**config.mk**
```make
export PLATFORM = sky130hd
export DESIGN_NAME = data_mem_responder_flat
export DESIGN_NICKNAME = d
export VERILOG_FILES = /design/src/rtl/gpu_mem_pkg.sv /design/src/rtl/data_mem_responder_if.sv /design/src/rtl/data_mem_responder_rr_arbiter.sv /design/src/rtl/data_mem_responder.sv /design/src/flat_wrapper.sv
export SDC_FILE = /design/constraint.sdc
export NUM_CORES = 2
export LEC_CHECK = 0
export BUFFER_PORTS_ARGS = -buffer_cell sky130_fd_sc_hd__buf_2
export CORE_UTILIZATION = 55
export CTS_BUF_LIST = sky130_fd_sc_hd__clkbuf_16
export DETAILED_ROUTE_END_ITERATION = 8
export HOLD_SLACK_MARGIN = 0.1
export PLACE_DENSITY = 0.7
export SYNTH_ARGS = -nofsm -noshare
export SYNTH_HDL_FRONTEND = slang
export SYNTH_SLANG_ARGS = --single-unit
```
**constraint.sdc**
```tcl
create_clock -name clk -period 3.9 [get_ports clk]
set_input_delay 0 -clock clk [delete_from_list [all_inputs] [get_ports clk]]
set_output_delay 0 -clock clk [all_outputs]
set_load 0.02 [all_outputs]
```
**src/rtl/gpu_mem_pkg.sv**
```systemverilog
// Shared definitions for the data-memory responder and the LSUs that talk to it.
package gpu_mem_pkg;

  // Default word geometry, shared with the LSU side of the interface.
  localparam int DEFAULT_ADDR_BITS = 8;
  localparam int DEFAULT_DATA_BITS = 8;

  // Responder state encoding.
  typedef enum logic [1:0] {
    IDLE    = 2'b00,
    ACCESS  = 2'b01,
    RESPOND = 2'b10
  } resp_state_t;

  // Width of an index able to address n items (at least one bit).
  function automatic int idx_bits(input int n);
    return (n > 1) ? $clog2(n) : 1;
  endfunction

endpackage

```
**src/rtl/data_mem_responder_if.sv**
```systemverilog
// Per-thread load/store request bus: packed channels, one lane per LSU.
interface data_mem_responder_if
  import gpu_mem_pkg::*;
#(
  parameter int NUM_CONSUMERS = 4,
  parameter int ADDR_BITS     = DEFAULT_ADDR_BITS,
  parameter int DATA_BITS     = DEFAULT_DATA_BITS
);
  logic [NUM_CONSUMERS-1:0]           mem_read_valid;
  logic [NUM_CONSUMERS*ADDR_BITS-1:0] mem_read_address;
  logic [NUM_CONSUMERS-1:0]           mem_read_ready;
  logic [NUM_CONSUMERS*DATA_BITS-1:0] mem_read_data;
  logic [NUM_CONSUMERS-1:0]           mem_write_valid;
  logic [NUM_CONSUMERS*ADDR_BITS-1:0] mem_write_address;
  logic [NUM_CONSUMERS*DATA_BITS-1:0] mem_write_data;
  logic [NUM_CONSUMERS-1:0]           mem_write_ready;

  // Requester (LSU) side.
  modport master (
    output mem_read_valid, mem_read_address,
    output mem_write_valid, mem_write_address, mem_write_data,
    input  mem_read_ready, mem_read_data, mem_write_ready
  );

  // Memory side.
  modport slave (
    input  mem_read_valid, mem_read_address,
    input  mem_write_valid, mem_write_address, mem_write_data,
    output mem_read_ready, mem_read_data, mem_write_ready
  );
endinterface

```
**src/rtl/data_mem_responder_rr_arbiter.sv**
```systemverilog
// Combinational round-robin arbiter: first requester at or after ptr wins.
module rr_arbiter
  import gpu_mem_pkg::*;
#(
  parameter int N = 4,
  localparam int PW = idx_bits(N)
) (
  input  logic [N-1:0]  req,
  input  logic [PW-1:0] ptr,
  output logic [N-1:0]  grant,
  output logic [PW-1:0] grant_idx,
  output logic          any_grant
);
  logic [PW-1:0] scan_idx;

  // Walk the channels circularly from ptr and lock onto the first request.
  always_comb begin
    grant     = '0;
    grant_idx = '0;
    any_grant = 1'b0;
    scan_idx  = '0;
    for (int i = 0; i < N; i++) begin
      scan_idx = PW'((int'(ptr) + i) % N);
      if (!any_grant && req[scan_idx]) begin
        any_grant       = 1'b1;
        grant_idx       = scan_idx;
        grant[scan_idx] = 1'b1;
      end
    end
  end
endmodule

```
**src/rtl/data_mem_responder.sv**
```systemverilog
// Data-memory responder: round-robin over request channels, one transaction
// at a time against a single-port array with a fixed access latency.
module data_mem_responder
  import gpu_mem_pkg::*;
#(
  parameter int NUM_CONSUMERS = 4,
  parameter int ADDR_BITS     = DEFAULT_ADDR_BITS,
  parameter int DATA_BITS     = DEFAULT_DATA_BITS,
  parameter int LATENCY       = 2
) (
  input  logic                 clk,
  input  logic                 reset,
  data_mem_responder_if.slave  bus,
  input  logic                 init_we,
  input  logic [ADDR_BITS-1:0] init_addr,
  input  logic [DATA_BITS-1:0] init_data,
  output logic                 busy
);
  localparam int PTR_BITS = idx_bits(NUM_CONSUMERS);
  localparam int CNT_BITS = idx_bits(LATENCY);
  localparam int DEPTH    = 1 << ADDR_BITS;

  logic [DATA_BITS-1:0] mem [0:DEPTH-1];
  logic [DATA_BITS-1:0] rdata_reg [NUM_CONSUMERS];

  resp_state_t              state_reg, state_next;
  logic [CNT_BITS-1:0]      cnt_reg, cnt_next;
  logic [PTR_BITS-1:0]      ch_reg, ch_next;
  logic                     is_write_reg, is_write_next;
  logic [ADDR_BITS-1:0]     addr_reg, addr_next;
  logic [DATA_BITS-1:0]     wdata_reg, wdata_next;
  logic [PTR_BITS-1:0]      rr_ptr_reg, rr_ptr_next;
  logic [NUM_CONSUMERS-1:0] read_ready_reg, read_ready_next;
  logic [NUM_CONSUMERS-1:0] write_ready_reg, write_ready_next;
  logic                     commit;

  logic [NUM_CONSUMERS-1:0] grant;
  logic [PTR_BITS-1:0]      grant_idx;
  logic                     any_grant;

  rr_arbiter #(.N(NUM_CONSUMERS)) u_arb (
    .req       (bus.mem_read_valid | bus.mem_write_valid),
    .ptr       (rr_ptr_reg),
    .grant     (grant),
    .grant_idx (grant_idx),
    .any_grant (any_grant)
  );

  // Next-state logic: grant and latch in IDLE, count down in ACCESS, one ready cycle in RESPOND.
  always_comb begin
    state_next       = state_reg;
    cnt_next         = cnt_reg;
    ch_next          = ch_reg;
    is_write_next    = is_write_reg;
    addr_next        = addr_reg;
    wdata_next       = wdata_reg;
    rr_ptr_next      = rr_ptr_reg;
    read_ready_next  = '0;
    write_ready_next = '0;
    commit           = 1'b0;
    case (state_reg)
      IDLE: begin
        if (any_grant) begin
          // A pending write on the winning channel is served before its read.
          is_write_next = |(grant & bus.mem_write_valid);
          ch_next       = grant_idx;
          addr_next     = is_write_next ? bus.mem_write_address[grant_idx*ADDR_BITS +: ADDR_BITS]
                                        : bus.mem_read_address[grant_idx*ADDR_BITS +: ADDR_BITS];
          wdata_next    = bus.mem_write_data[grant_idx*DATA_BITS +: DATA_BITS];
          cnt_next      = CNT_BITS'(LATENCY - 1);
          rr_ptr_next   = PTR_BITS'((int'(grant_idx) + 1) % NUM_CONSUMERS);
          state_next    = ACCESS;
        end
      end
      ACCESS: begin
        if (cnt_reg == '0) begin
          commit = 1'b1;
          if (is_write_reg) write_ready_next[ch_reg] = 1'b1;
          else              read_ready_next[ch_reg]  = 1'b1;
          state_next = RESPOND;
        end else begin
          cnt_next = CNT_BITS'(int'(cnt_reg) - 1);
        end
      end
      RESPOND: state_next = IDLE;
      default: state_next = IDLE;
    endcase
  end

  // State and transaction registers; reset abandons any in-flight operation.
  always_ff @(posedge clk) begin
    if (reset) begin
      state_reg       <= IDLE;
      cnt_reg         <= '0;
      ch_reg          <= '0;
      is_write_reg    <= 1'b0;
      addr_reg        <= '0;
      wdata_reg       <= '0;
      rr_ptr_reg      <= '0;
      read_ready_reg  <= '0;
      write_ready_reg <= '0;
    end else begin
      state_reg       <= state_next;
      cnt_reg         <= cnt_next;
      ch_reg          <= ch_next;
      is_write_reg    <= is_write_next;
      addr_reg        <= addr_next;
      wdata_reg       <= wdata_next;
      rr_ptr_reg      <= rr_ptr_next;
      read_ready_reg  <= read_ready_next;
      write_ready_reg <= write_ready_next;
    end
  end

  // Array writes: backdoor first so a same-address transaction write lands last and wins.
  always_ff @(posedge clk) begin
    if (init_we) mem[init_addr] <= init_data;
    if (commit && is_write_reg && !reset) mem[addr_reg] <= wdata_reg;
  end

  // Read lanes: only the granted channel's lane is updated, and it holds afterwards.
  always_ff @(posedge clk) begin
    if (reset) begin
      for (int i = 0; i < NUM_CONSUMERS; i++) rdata_reg[i] <= '0;
    end else if (commit && !is_write_reg) begin
      rdata_reg[ch_reg] <= mem[addr_reg];
    end
  end

  for (genvar gi = 0; gi < NUM_CONSUMERS; gi++) begin : g_lane
    assign bus.mem_read_data[gi*DATA_BITS +: DATA_BITS] = rdata_reg[gi];
  end

  assign bus.mem_read_ready  = read_ready_reg;
  assign bus.mem_write_ready = write_ready_reg;
  assign busy                = (state_reg != IDLE);

endmodule

```
**src/flat_wrapper.sv**
```systemverilog
// flat-port wrapper written by rule: the top's interface ports become plain ports
module data_mem_responder_flat import gpu_mem_pkg::*;
#(
  parameter int NUM_CONSUMERS = 4,
  parameter int ADDR_BITS     = DEFAULT_ADDR_BITS,
  parameter int DATA_BITS     = DEFAULT_DATA_BITS,
  parameter int LATENCY       = 2
)
  (clk, reset, init_we, init_addr, init_data, busy, bus_mem_read_valid, bus_mem_read_address, bus_mem_write_valid, bus_mem_write_address, bus_mem_write_data, bus_mem_read_ready, bus_mem_read_data, bus_mem_write_ready);
  data_mem_responder_if #(.NUM_CONSUMERS(NUM_CONSUMERS), .ADDR_BITS(ADDR_BITS), .DATA_BITS(DATA_BITS)) bus_i ();
  input  logic clk;
  input  logic reset;
  input  logic init_we;
  input  logic [ADDR_BITS-1:0] init_addr;
  input  logic [DATA_BITS-1:0] init_data;
  output logic busy;
  input wire logic [$bits(bus_i.mem_read_valid)-1:0] bus_mem_read_valid;
  input wire logic [$bits(bus_i.mem_read_address)-1:0] bus_mem_read_address;
  input wire logic [$bits(bus_i.mem_write_valid)-1:0] bus_mem_write_valid;
  input wire logic [$bits(bus_i.mem_write_address)-1:0] bus_mem_write_address;
  input wire logic [$bits(bus_i.mem_write_data)-1:0] bus_mem_write_data;
  output wire logic [$bits(bus_i.mem_read_ready)-1:0] bus_mem_read_ready;
  output wire logic [$bits(bus_i.mem_read_data)-1:0] bus_mem_read_data;
  output wire logic [$bits(bus_i.mem_write_ready)-1:0] bus_mem_write_ready;
  assign bus_i.mem_read_valid = bus_mem_read_valid;
  assign bus_i.mem_read_address = bus_mem_read_address;
  assign bus_i.mem_write_valid = bus_mem_write_valid;
  assign bus_i.mem_write_address = bus_mem_write_address;
  assign bus_i.mem_write_data = bus_mem_write_data;
  assign bus_mem_read_ready = bus_i.mem_read_ready;
  assign bus_mem_read_data = bus_i.mem_read_data;
  assign bus_mem_write_ready = bus_i.mem_write_ready;
  data_mem_responder #(.NUM_CONSUMERS(NUM_CONSUMERS), .ADDR_BITS(ADDR_BITS), .DATA_BITS(DATA_BITS), .LATENCY(LATENCY)) u_core (.clk(clk), .reset(reset), .bus(bus_i), .init_we(init_we), .init_addr(init_addr), .init_data(init_data), .busy(busy));
endmodule
```
=== Yosys cells after proc, flatten, opt, wreduce, memory -nomap -nowiden ===
Memory sizes are Yosys's and may differ from the RTL's. A register that Yosys moved wholly into a read port is not among the register bits.
Index checks and enable logic that the tools add are counted.

* Register bits after elaboration: 32
* Memory bits (writable): 2080
* Input bits: 123
* Output and inout port bits: 41
* Logic and storage cells: 118
* Memories: 2

* $add $sub $neg: 5
* Magnitude comparators: 10
* Equality and inequality tests: 3
* Shift operators: 3
* Multiplexer cells: 53
* Bitwise logic cells: 7
* Reductions and logical operators: 26

{| class="wikitable"
|+ Memory list
! memory !! depth !! bits a word !! read ports !! clocked after Yosys merged registers in !! write ports !! line !! RTL
|-
| u_core.mem || 256 || 8 || 1 || 1 || 2 || data_mem_responder.sv:23 || <nowiki>logic [DATA_BITS-1:0] mem [0:DEPTH-1];</nowiki>
|-
| u_core.rdata_reg || 4 || 8 || 4 || 0 || 4 || data_mem_responder.sv:24 || <nowiki>logic [DATA_BITS-1:0] rdata_reg [NUM_CONSUMERS];</nowiki>
|}

{| class="wikitable"
|+ Operators with widths
! kind !! count
|-
| 32-bit by 6-bit indexed part select with 8-bit output || 3
|-
| 8-bit 2-to-1 mux || 4
|-
| 1-bit 2-to-1 mux || 27
|-
| 4-bit 2-to-1 mux || 4
|-
| 4-bit OR || 4
|-
| 2-bit by 3-bit less-than comparator with 1-bit output, second input constant || 5
|-
| 2-bit 2-to-1 mux || 7
|-
| 4-bit OR reduction || 3
|-
| 1-bit logical AND || 11
|-
| 1-bit demux with 2-bit select || 5
|-
| 2-bit by 1-bit >= comparator with 1-bit output, second input constant || 5
|-
| 1-bit binary-select mux with 2-bit select || 4
|-
| 8-bit OR reduction || 1
|-
| 2-bit AND reduction || 3
|-
| 1-bit logical NOT || 5
|-
| 2-bit by 1-bit adder with 2-bit output, second input constant || 2
|-
| 2-bit adder, second input constant || 2
|-
| 4-bit AND || 1
|-
| 2-bit case mux with 2 select lines || 1
|-
| 2-bit nonzero test || 2
|-
| 2-bit by 1-bit == test with 1-bit output, second input constant || 1
|-
| 2-bit logical NOT || 1
|-
| 2-bit by 1-bit != test with 1-bit output, second input constant || 1
|-
| 2-bit != test, second input constant || 1
|-
| 3 further kinds || 4
|}

=== Longest topological paths before layout ===
* Depth in word-level cells: 18
* Gate-level depth with buffers: 14
* Mapped depth without buffers: 10

=== Hierarchy ===
From an unflattened synthesis, not the netlist that was laid out.

* Cell total of the unflattened synthesis: 6959
* Area total of the unflattened synthesis: 112043.7 sq um

{| class="wikitable"
|+ By module, submodules not included
! module !! times used !! cells an instance !! area each (sq um) !! sequential area each (sq um)
|-
| data_mem_responder || 1 || 6914 || 111624.6 || 63260.7
|-
| rr_arbiter || 1 || 45 || 419.2 || 0.0
|}

=== Least setup slack after synthesis ===
No wires, ideal clock.

* Path kind: register to register
* Start point: register (tool-made name)
* End point: memory u_core.rdata_reg[0][6] (netlist name) (data pin)
* Library setup time: 0.266 ns
* Arrival time: 3.058 ns
* Data required time: 3.634 ns
* Setup slack: 0.576 ns
* Stages on the path, launching flop included: 10
* Path buffers: 4
* Period minus slack after synthesis: 3.324 ns
* Path through: dfxtp_1 > clkbuf_1 > buf_2 > buf_1 > buf_1 > mux4_2 > mux4_2 > mux4_2 > a221oi_2 > nor2_1

{| class="wikitable"
|+ RTL lines
! item !! line
|-
| to (decl) || data_mem_responder.sv:24
|}

==> flow_summary_export.csv <==
group,metric,value,unit
synthesis,yosys.area_share.simple,1.94,%
synthesis,synth_ff_type,"edfxtp_1",
timing,fmax,257,MHz
synthesis,synthDistinctLibCells,52,
synthesis,syn_area,0.109,mm²
global_routing,grt_start_max_net_pins,124,
global_routing,grt_antenna_before_repair,13,
route,detail-route-antenna-nets,0,
synthesis,synth_compound_area_share,2.03,%
clocking,root_buffer,"clkbuf_16",
cells_and_area,synthToLayoutAreaGrowth,12.9,%
synthesis,synth.net_count,6620,
clocking,htree_levels,4,
timing,setup_tns,0,ns
timing,setup_viol,0,
placement,gp_congestion,0.921,
worst_setup_path,required,4.52,ns
route,wl_per_cell,34.8,µm
floorplanning,start_util,55.4,%
placement,placed_cells,9023,
worst_setup_path,reg2reg_to,"u_core.rdata_reg[2][5]",
min_path,min_from,"bus_mem_write_valid[3]",
cells_and_area,final_cell_area,0.124,mm²
min_path,hold_path_class,"in2reg",
synthesis,synth_top_area_share,57.0,%
cells_and_area,drive_above_1_share,54.2,%
clocking,cts_tree,"built",
route,wl_met2,152000,µm
floorplanning,ioPinCount,164,
placement,dp_slack,-0.00584,ns
worst_setup_path,end_kind,"flip-flop",
route,via_per_inst,6.95,
global_routing,grt_pass1_vias,64953,
timing,maxSlewHeadroom,5.20,%
timing,holdWs,0.186,ns
worst_setup_path,max_stage_delay,0.55,ns
route,drcViolationCount,0,
route,firstDrtPassIters,9,
timing,tightest_slew,1.41,ns
cells_and_area,layout_common_cells,"edfxtp_1, mux2_2, mux4_2, buf_4, nor2_1",
synthesis,synth.avg_cell_area,16.9,µm²
power_and_ir_drop,irDropWorstVdd,0.549,mV
route,drt_iter0_drc,8917,
status,outcome,"finished clean",
synthesis,synth-xor-area-share,0,%
route,wl_met1,130000,µm
synthesis,yosys.area_share.adder,0.0914,%
worst_setup_path,path_cells,"buf_4 > buf_4 > buf_4 > mux4_2 > mux4_2 > mux4_2 > a221oi_2 > buf_4 > nor2_1",
min_path,hold_path_depth,5,
placement,detailed_place_hpwl,205000,µm
timing,min_period,3.89,ns
synthesis,synthMuxAreaShare,35.4,%
run,drv_cap,0,
clocking,clk_transition_reported_paths,0.06,ns
cells_and_area,final_cells,9560,
worst_setup_path,r2r_cells,9,
timing,hold_viol_final,0,
cells_and_area,layout.nets,6859,
worst_setup_path,worstPathArrival,4.51,ns
worst_setup_path,crit_type,"reg2reg",
global_routing,grt_overflow_total,0,
synthesis,synth_edf_count,2080,
timing,final.setup.worst_slack,0.00925,ns
cells_and_area,largest_reg_flops,2048,
timing,finClkSkew,0.0383,ns
placement,numPortBuffers,163,
floorplanning,rows,163,
floorplanning,die_w,448,µm
clocking,insertion_delay,0.88,ns
clocking,cts.path.max_buffers,3,
route,drt-total-wl,332000,µm
placement,placed_area,0.115,mm²
synthesis,synthCells,6489,
worst_setup_path,start_kind,"flip-flop",
synthesis,synth_top_cell_by_area,"edfxtp_1",
synthesis,synth-seq-cells,2120,
synthesis,synth_area_leaders,"edfxtp_1, mux2_2, mux4_2, clkbuf_1, o22ai_1",
clocking,cts_made_buffers,219,
synthesis,synth_top_family_by_area,"multiplexers",
synthesis,synth_warnings,0,
floorplanning,coreArea,0.198,mm²
floorplanning,die_h,448,µm
timing,rsz0062_at_grt,"no",
worst_setup_path,critical_path.max_fanout,14,
floorplanning,dieArea,0.201,mm²
timing,period_share,99.8,%
global_routing,grt.total_usage,33.0,%
clocking,clock_sinks,2120,
route,highest_layer,"met5",
timing,finalMaxSlewViolations,0,
global_routing,grt_first_pass_wirelength,477000,µm
worst_setup_path,critPathSlowestCell,"mux4_2",
synthesis,async_flop_share,0,%
synthesis,synth-seq-area-share,57.8,%
cells_and_area,layout_commonest_cell,"edfxtp_1",
route,num_vias,66424,
power_and_ir_drop,p_per_area,518,mW/mm²
route,route.met3.wl,37400,µm
worst_setup_path,r2r_slack,0.009,ns
power_and_ir_drop,p_leak,39.2,nW
worst_setup_path,crit_top_cell,"buf_4",
[report_power, final]
group / internal (W) / switching [W]
logic: 0.00750 / 0.00974
clock network: 0.0117 / 0.00913
registers: 0.0252 / 0.000756
[cells in the mapped netlist, types with 8 or more instances]
cell type and number:
o22ai_1 192, or2_2 9, a21oi_1 21, o21ai_0 68, clkbuf_1 628, mux2i_1 43
mux2_2 2050, nor3_1 10, a211oi_1 17, a221oi_2 8, edfxtp_1 2080, nand2b_1 15
nand3_1 27, nor2_1 268, nand2_1 123, a22o_1 8, buf_1 41, mux4_2 677
dfxtp_1 40, buf_6 16, ha_1 8, buf_2 45, nor2b_1 24, buf_4 10
[routing by layer]
layer / GRT usage [%] / vias to the layer above
met5: 0 / -
met4: 12.1 / 6
met3: 7.26 / 638
met2: 50.1 / 4457
met1: 47.1 / 34691
li1: - / 26632
[cell type report]
type                    count  area (µm²)
diodes                      6        15.0
clock buffers             224        5610
clock inverters           183        1400
fillers                 13976       74000
inverters                   6        22.5
multi-input cells        3623       43400
flip-flops and latches   2120       63300
well taps                2640        3300
repair buffers            758        6570
[cell families (layout without fill, tap and decap cells)]
family | count (synthesis) | in the layout
adders and majority gates | 8 | 8
AOI/OAI and AO/OA | 345 | 345
muxes | 2770 | 2770
DFF | 2120 | 2120
other | 0 | 6
and+or+nand+nor | 500 | 500
buffers and inverters | 746 | 1171
[worst max-delay path: cells and delay by family (launching register included)]
kind	cells	cell delay (ns)
AOI/OAI and AO/OA	1	0.41
buffers and inverters	4	1.12
DFF	1	0.40
muxes	3	1.61
and+or+nand+nor	1	0.05
[per-stage QoR]
step | total power, W | utilization (%)
global route | 0.0654 | 62.5
CTS | 0.0638 | 62.5
global placement | 0.0428 | 58.3
detailed placement | 0.0430 | 58.3
finish | 0.0640 | 62.5
floorplan | 0.0363 | -
[what timing repair did]
item | 4_1_cts | 5_1_grt
hold endpoints to repair | 939 | 0
buffers inserted | 0 | 0
resized for setup | 2 | 12
endpoints found under the setup margin | 5 | 57
hold buffers | 123 | 0
[worst max-delay path by stage]
stage / endpoint / slack (ns) / cells after the start
after floorplan: u_core.rdata_reg[0][6] / 0.58 / 9
after global placement: u_core.rdata_reg[0][1] / -0.0007 / 9
after detailed placement: u_core.rdata_reg[3][1] / -0.006 / 9
after CTS: u_core.rdata_reg[0][3] / 0.01 / 9
after global routing: u_core.mem[30][0] / 0.004 / 8
final: u_core.rdata_reg[2][5] / 0.009 / 9
(Power assumes the default switching activity.)
